### config.mk
export PLATFORM = sky130hd
export DESIGN_NAME = fetch_prefetch
export DESIGN_NICKNAME = d
export VERILOG_FILES = /design/src/rtl/fetch_prefetch.sv
export SDC_FILE = /design/constraint.sdc
export NUM_CORES = 1
export LEC_CHECK = 0
export ABC_AREA = 1
export ABC_CLOCK_PERIOD_IN_PS = 2900
export CAP_MARGIN = 5
export CORE_ASPECT_RATIO = 0.7
export CORE_MARGIN = 4
export CORE_UTILIZATION = 40
export CTS_BUF_LIST = sky130_fd_sc_hd__clkbuf_8
export DETAILED_ROUTE_END_ITERATION = 8
export SKIP_CTS_REPAIR_TIMING = 1
export SYNTH_ARGS = -nofsm -noshare
export SYNTH_HDL_FRONTEND = slang
export SYNTH_SLANG_ARGS = --single-unit
export TNS_END_PERCENT = 1
### constraint.sdc
create_clock -name clk -period 2.9 [get_ports clk]
set_clock_uncertainty 0.15 [all_clocks]
set_input_delay 0.29 -clock clk [delete_from_list [all_inputs] [get_ports clk]]
set_output_delay 0.29 -clock clk [all_outputs]
set_load 0.1 [all_outputs]
### src/rtl/fetch_prefetch.sv
// Instruction fetch unit with a prefetch queue, fixed-latency memory read pipeline
// and BR/JMP redirect handling; hands instructions to decode over valid/ready.
`timescale 1ns/1ps
module fetch_prefetch #(
  parameter int                ADDR_W   = 16,
  parameter int                DATA_W   = 16,
  parameter int                DEPTH    = 4,
  parameter int                MEM_LAT  = 1,
  parameter logic [ADDR_W-1:0] PC_RESET = {ADDR_W{1'b0}}
) (
  input  logic              clk,
  input  logic              rst_n,
  input  logic              fetch_start,
  input  logic [3:0]        opCode_in,
  input  logic              resolve_valid,
  input  logic [ADDR_W-1:0] resolve_pc,
  input  logic [8:0]        offset_in,
  input  logic [ADDR_W-1:0] reg_in,
  input  logic [2:0]        br_nzp,
  input  logic [2:0]        result_nzp,
  output logic [ADDR_W-1:0] addr_out,
  output logic              mem_en,
  output logic              wea_out,
  input  logic [DATA_W-1:0] mem_rdata,
  output logic [DATA_W-1:0] instr_out,
  output logic              instr_valid,
  input  logic              instr_ready,
  output logic [ADDR_W-1:0] pc
);

  localparam int PTR_W = $clog2(DEPTH);
  localparam int CNT_W = PTR_W + 2;

  typedef enum logic [1:0] {
    S_IDLE  = 2'd0,
    S_RUN   = 2'd1,
    S_FLUSH = 2'd2
  } state_e;

  state_e              state_q, state_d;
  logic [ADDR_W-1:0]   fetch_pc_q, fetch_pc_d;
  logic                pipe_v_q  [MEM_LAT];
  logic [ADDR_W-1:0]   pipe_pc_q [MEM_LAT];
  logic [DATA_W-1:0]   q_data_q  [DEPTH];
  logic [ADDR_W-1:0]   q_pc_q    [DEPTH];
  logic [PTR_W-1:0]    head_q, tail_q;
  logic [PTR_W:0]      count_q, count_d;

  logic                br_taken_s, is_jmp_s, redirect_s;
  logic [ADDR_W-1:0]   br_target_s, target_s;
  logic [CNT_W-1:0]    inflight_s;
  logic                has_room_s, push_s, pop_s;

  // Redirect decode: BR needs a matching condition code, JMP always redirects.
  always_comb begin
    is_jmp_s    = (opCode_in == 4'b1100);
    br_taken_s  = (opCode_in == 4'b0000) && ((br_nzp & result_nzp) != 3'b000);
    redirect_s  = resolve_valid && (br_taken_s || is_jmp_s);
    br_target_s = resolve_pc + ADDR_W'(1) + {{(ADDR_W-9){offset_in[8]}}, offset_in};
    if (is_jmp_s) begin
      target_s = reg_in;
    end else begin
      target_s = br_target_s;
    end
  end

  // Reads in flight count against queue space so every arrival has a slot.
  always_comb begin
    inflight_s = {CNT_W{1'b0}};
    for (int i = 0; i < MEM_LAT; i++) begin
      inflight_s = inflight_s + CNT_W'(pipe_v_q[i]);
    end
    has_room_s = ((CNT_W'(count_q) + inflight_s) < CNT_W'(DEPTH));
  end

  // FSM state register.
  always_ff @(posedge clk or negedge rst_n) begin
    if (!rst_n) begin
      state_q <= S_IDLE;
    end else begin
      state_q <= state_d;
    end
  end

  // FSM next-state logic; a taken redirect always costs one FLUSH cycle.
  always_comb begin
    state_d = state_q;
    case (state_q)
      S_IDLE, S_RUN, S_FLUSH: begin
        if (redirect_s) begin
          state_d = S_FLUSH;
        end else if (fetch_start) begin
          state_d = S_RUN;
        end else begin
          state_d = S_IDLE;
        end
      end
      default: state_d = S_IDLE;
    endcase
  end

  // FSM outputs: issue only in RUN with space, and never in a redirect cycle.
  always_comb begin
    mem_en = 1'b0;
    case (state_q)
      S_RUN: begin
        if (has_room_s && !redirect_s) begin
          mem_en = 1'b1;
        end else begin
          mem_en = 1'b0;
        end
      end
      default: mem_en = 1'b0;
    endcase
  end

  // Fetch PC: redirect target wins over sequential increment.
  always_comb begin
    if (redirect_s) begin
      fetch_pc_d = target_s;
    end else if (mem_en) begin
      fetch_pc_d = fetch_pc_q + ADDR_W'(1);
    end else begin
      fetch_pc_d = fetch_pc_q;
    end
  end

  always_ff @(posedge clk or negedge rst_n) begin
    if (!rst_n) begin
      fetch_pc_q <= PC_RESET;
    end else begin
      fetch_pc_q <= fetch_pc_d;
    end
  end

  // In-flight read pipeline; a redirect kills every stage.
  always_ff @(posedge clk or negedge rst_n) begin
    if (!rst_n) begin
      for (int i = 0; i < MEM_LAT; i++) begin
        pipe_v_q[i]  <= 1'b0;
        pipe_pc_q[i] <= {ADDR_W{1'b0}};
      end
    end else begin
      pipe_v_q[0]  <= mem_en;
      pipe_pc_q[0] <= fetch_pc_q;
      for (int i = 1; i < MEM_LAT; i++) begin
        pipe_v_q[i]  <= pipe_v_q[i-1] && !redirect_s;
        pipe_pc_q[i] <= pipe_pc_q[i-1];
      end
    end
  end

  always_comb begin
    instr_valid = (count_q != {(PTR_W+1){1'b0}});
    pop_s       = instr_valid && instr_ready;
    push_s      = pipe_v_q[MEM_LAT-1] && !redirect_s;
    case ({push_s, pop_s})
      2'b10:   count_d = count_q + (PTR_W+1)'(1);
      2'b01:   count_d = count_q - (PTR_W+1)'(1);
      default: count_d = count_q;
    endcase
  end

  // Queue pointers and occupancy.
  always_ff @(posedge clk or negedge rst_n) begin
    if (!rst_n) begin
      head_q  <= {PTR_W{1'b0}};
      tail_q  <= {PTR_W{1'b0}};
      count_q <= {(PTR_W+1){1'b0}};
    end else if (redirect_s) begin
      head_q  <= {PTR_W{1'b0}};
      tail_q  <= {PTR_W{1'b0}};
      count_q <= {(PTR_W+1){1'b0}};
    end else begin
      if (push_s) begin
        tail_q <= tail_q + PTR_W'(1);
      end
      if (pop_s) begin
        head_q <= head_q + PTR_W'(1);
      end
      count_q <= count_d;
    end
  end

  // Queue storage; validity is tracked by the pointers alone.
  always_ff @(posedge clk) begin
    if (push_s) begin
      q_data_q[tail_q] <= mem_rdata;
      q_pc_q[tail_q]   <= pipe_pc_q[MEM_LAT-1];
    end
  end

  assign addr_out  = fetch_pc_q;
  assign wea_out   = 1'b0;
  assign instr_out = q_data_q[head_q];
  assign pc        = instr_valid ? q_pc_q[head_q] : fetch_pc_q;

endmodule

; Word level (Yosys, flattened, before mapping)
; Memories as Yosys holds them, arrays and structs flattened.
; Index checks and enable logic that the tools add are counted.
[word_totals]
rom_bits = 0
latch_bits = 0
regBits = 42
ram_bits = 128
output_inout_bits = 51
mem_count = 2
inputBits = 72
[mem_list]
columns = name, words, word_bits, read_ports, rd_ports_with_merged_regs, write_ports, line
row1 = q_data_q, 4, 16, 1, 0, 1, 44  ; logic [DATA_W-1:0] q_data_q [DEPTH];
row2 = q_pc_q, 4, 16, 1, 0, 1, 45  ; logic [ADDR_W-1:0] q_pc_q [DEPTH];
[op_classes]
reduce_logical = 16
bitwise_logic = 1
multipliers = 0
div_mod_pow = 0
mux = 17
n_shift = 0
add_sub_neg = 8
n_lt_le_gt_ge = 1
n_eq_ne = 5
[ops]
columns = op, count
row1 = two-way mux 16 bit, 4
row2 = "adder 16 x 1 -> 16 bit, second input constant", 2
row3 = adder 16 bit, 1
row4 = two-way mux 2 bit, 6
row5 = nonzero test 3 bit, 3
row6 = one-hot mux 3 bit (2 select lines), 1
row7 = nonzero test 2 bit, 3
row8 = logical AND 1 bit, 5
row9 = two-way mux 1 bit, 5
row10 = "adder 2 x 1 -> 2 bit, second input constant", 2
row11 = adder 3 x 1 -> 4 bit, 1
row12 = "equality test 2 x 1 -> 1 bit, second input constant", 2
row13 = "equality test 2 bit, second input constant", 2
row14 = "equality test 4 bit, second input constant", 1
row15 = logical NOT 4 bit, 1
row16 = "< comparator 4 x 3 -> 1 bit, second input constant", 1
row17 = "adder 3 x 1 -> 3 bit, second input constant", 1
row18 = AND 3 bit, 1
row19 = two-way mux 3 bit, 1
row20 = OR reduction 3 bit, 1
row21 = "subtractor 3 x 1 -> 3 bit, second input constant", 1
row22 = logical NOT 2 bit, 1
row23 = logical NOT 1 bit, 1
row24 = logical OR 1 bit, 1

; Longest topological paths before layout
[depth]
ltp_word = 11
depth_mapped = 15
depth_no_buf = 15

; Worst setup path after synthesis
; Ideal clock, no wire load.
[synth_path]
kind = register -> output
from = register count_q[0]
to = output port pc[10]
path_slack_ps = -1194
arrival_time_ps = 3654
path_stages_with_launch = 5
path_buffers = 1
required_time_ps = 2460
path_cell_list = dfrtp_1 -> nor3_1 -> inv_2 -> clkbuf_1 -> o21ai_0
[synth_between]
elab_chain_cells = 2
[synth_rtl]
columns = item, line
row1 = start: declaration, 47  ; logic [PTR_W:0] count_q, count_d;
row2 = start signal: assignment, 169  ; count_q <= {(PTR_W+1){1'b0}};
row3 = start signal: assignment, 173  ; count_q <= {(PTR_W+1){1'b0}};
row4 = start signal: assignment, 181  ; count_q <= count_d;
row5 = nonzero test 3 bit, 154  ; instr_valid = (count_q != {(PTR_W+1){1'b0}});
row6 = net instr_valid, 26  ; output logic instr_valid,
row7 = two-way mux 16 bit, 196  ; assign pc = instr_valid ? q_pc_q[head_q] : fetch_pc_q;
row8 = end: declaration, 28  ; output logic [ADDR_W-1:0] pc
; The timed path passes the listed nets, and every way through them passes these cells.

; Worst setup path after layout
[layout_path]
from = register head_q[0]
to = output port pc[6]
[layout_between]
elab_chain_cells = 2
[layout_rtl]
columns = item, line
row1 = start: declaration, 46  ; logic [PTR_W-1:0] head_q, tail_q;
row2 = start signal: assignment, 167  ; head_q <= {PTR_W{1'b0}};
row3 = start signal: assignment, 171  ; head_q <= {PTR_W{1'b0}};
row4 = start signal: assignment, 179  ; head_q <= head_q + PTR_W'(1);
row5 = memory (4 x 16 bit), -
row6 = two-way mux 16 bit, 196
; Every way passes these cells.

==> summary.md <==
| Metric | Value |
|---|---|
| Die area | `22700 sq um` |
| Fraction of layout cells with a size suffix above 1 | `14.3%` |
| Worst min-delay path category | `input port to asynchronous set/reset pin` |
| Standard-cell rows | `43` |
| Synthesis-to-layout area growth | `28.0%` |
| RSZ-0062 raised after global routing | `false` |
| Total CTS buffers | `17` |
| Vias in the first global route | `5886` |
| # diodes | `0` |
| Setup violators final | `0` |
| R2R cell count | `13` |
| RePlAce Congestion | `0.951` |
| Cells after synthesis | `826` |
| GRT Resource Usage Total | `18.5%` |
| Finished Cell Area | `10400 sq um` |
| Final ANT Viol Nets | `0` |
| DP Area | `9990 sq um` |
| Max-slew headroom | `62.7%` |
| Dpl hpwl | `14.7 mm` |
| Hold slack | `0.175 ns` |
| R2R Path End | `count_q[2]` |
| DRC errors left | `0` |
| First-pass iteration count of the detailed router | `5` |
| Worst r2r src | `count_q[0]` |
| Die Ht | `127 microns` |
| Crit path required time | `2.46 ns` |
| Total Wirelength | `20.9 mm` |
| Die extent in x | `178 microns` |
| Routed wire length per instance | `16.9 microns` |
| Distinct cells, synth | `41` |
| GRT overflow | `0` |
| Syn_nets | `920` |
| CP Class | `register to output pin` |
| Worst-Skew Late Latency | `0.45 ns` |
| Clock root buffer | `clkbuf_8` |
| CTS tree | `done` |
| Mapped Area | `8120 sq um` |
| Fin crit share | `91.9%` |
| Setup crit end kind | `output pin` |
| Pin count of the biggest net entering global routing | `66` |
| Final Hold Vio Count | `0` |
| Clock tree sinks | `170` |
| Top-area cell type share of the netlist area | `47.3%` |
| Max FO, Critical Path | `32` |
| Top post-synthesis cells by area | `edfxtp_1 47%, dfrtp_1 13%, nand2_1 7.0%` |
| DRT iter0 DRCs | `465` |
| Average size of a mapped cell | `9.84 sq um` |
| Fin crit period | `2.67 ns` |
| CTS max path bufs | `2` |
| Starting density of the core | `40.9%` |
| Final std cells w/o fill | `1240` |
| FF+latch count, synth | `170` |
| CP Launch Type | `register` |
| Core area | `19900 sq um` |
| Area leader, netlist | `edfxtp_1` |
| Placed cells | `1207` |
| Outcome | `finished clean` |
| Total number of vias | `6150` |
| Max-cap violations | `0` |
| Register area share after synthesis | `60.2%` |
| # fillers | `1790` |
| Clk slew on worst S/H paths | `0.10 ns` |
| Max Fclk | `0.375 GHz` |
| Setup slack, reg-to-reg | `0.67 ns` |
| Layout Nets | `1051` |
| Vias per inst | `4.96` |
| PortBufs | `121` |
| Slew at the pin with the worst max-slew slack | `0.559 ns` |
| Initial antenna violation count | `0` |
| Crit path DAT | `2.23 ns` |
| Final max-slew violation count | `0` |
| Ys Warns | `0` |
| First-pass GRT wire length | `32.5 mm` |
| # IOs | `123` |
| H-Tree Depth | `4` |
-- worst max-delay path, stage by stage, from the launching register on --
cell and delay [ns]:
dfrtp_2 0.43, inv_2 0.28, buf_12 0.24, o21ai_0 0.12
o22ai_1 0.24, nand2_1 0.08, o21ai_1 0.16, buf_12 0.21
-- worst max path at each step --
| stage | startpoint | to | slack, ns |
|---|---|---|---|
| finish | head_q[0] | pc[6] | 0.23 |
| global placement | opCode_in[3] | count_q[2] | 0.41 |
| detailed placement | opCode_in[3] | count_q[2] | 0.31 |
| global route | head_q[0] | pc[7] | 0.09 |
| CTS | head_q[0] | pc[6] | 0.05 |
| floorplan | count_q[0] | pc[10] | -0.47 |
-- layer usage --
layer | GRT usage, % | up-vias | part of all wire (%)
li1 | - | 3057 | -
met1 | 28.7 | 2940 | 50
met2 | 27.3 | 149 | 44
met3 | 3.90 | 4 | 5.4
met4 | 2.75 | 0 | 0.27
met5 | 0 | - | 0
-- kinds of logic (layout without fill, tap and decap cells) --
family / after synthesis / after routing / share of synthesized area [%]
flip-flops: 170 / 170 / 60.2
AO/OA/AOI/OAI: 169 / 169 / 11.3
other: 1 / 1 / 0.0462
buffers and inverters: 117 / 261 / 6.04
adder cells (fa/ha/maj): 22 / 22 / 3.57
AND/OR/NAND/NOR: 334 / 334 / 17.4
XOR/XNOR: 13 / 13 / 1.40
-- flip-flops by register name, summed over array words and instances, names as in the netlist --
| signal | flops |
|---|---|
| count_q | 3 |
| pipe_v_q | 1 |
| addr_out | 16 |
| q_data_q | 64 |
| head_q | 2 |
| pipe_pc_q | 16 |
| state_q | 2 |
| tail_q | 2 |
| q_pc_q | 64 |
-- final cells by class --
type	instances	area (sq um)	area share (%)
clock inverter	15	165	1.59
multi-input combinational	539	2750	26.5
tap	270	338	3.25
clock buffer	17	234	2.25
timing repair buffer	143	1690	16.3
inverter	86	323	3.10
sequential	170	4900	47.1
-- cell usage after synthesis, drive strengths merged --
cell type	number
edfxtp	128
o22ai	33
fa	2
o31ai	1
o221ai	1
and2	1
nor3b	1
nor2	123
nand3b	1
buf	17
nand2	161
conb	1
or2	1
clkbuf	14
nand3	35
ha	20
nand4	3
o211ai	3
dfrtp	42
nor3	8
a21oi	28
inv	86
o21ai	103
xor2	10
xnor2	3
-- through the flow --
step	TNS (ns)	util (%)	setup slack (ns)
floorplan	-5.07	-	-0.469
global placement	0	50.3	0.407
detailed placement	0	50.3	0.311
CTS	0	52.3	0.0478
global route	0	52.4	0.0918
finish	0	52.4	0.234
-- cell usage in the layout (no fill, tap or decap), drive strengths merged --
cell type        n
o22ai           33
edfxtp         128
nor3             8
dfrtp           42
inv             92
nor2           123
nand3           35
o221ai           1
o211ai           3
nand2          161
dlygate4sd3      1
clkdlybuf4s50   70
clkinv           5
and2             1
clkinvlp         2
clkbuf          17
nor3b            1
bufinv           2
fa               2
o31ai            1
xor2            10
xnor2            3
a21oi           28
or2              1
o21ai          103
nand4            3
conb             1
buf             72
nand3b           1
ha              20
Power is not shown: default switching activity piles up to over one toggle a cycle in this logic, so the estimate is an artifact.
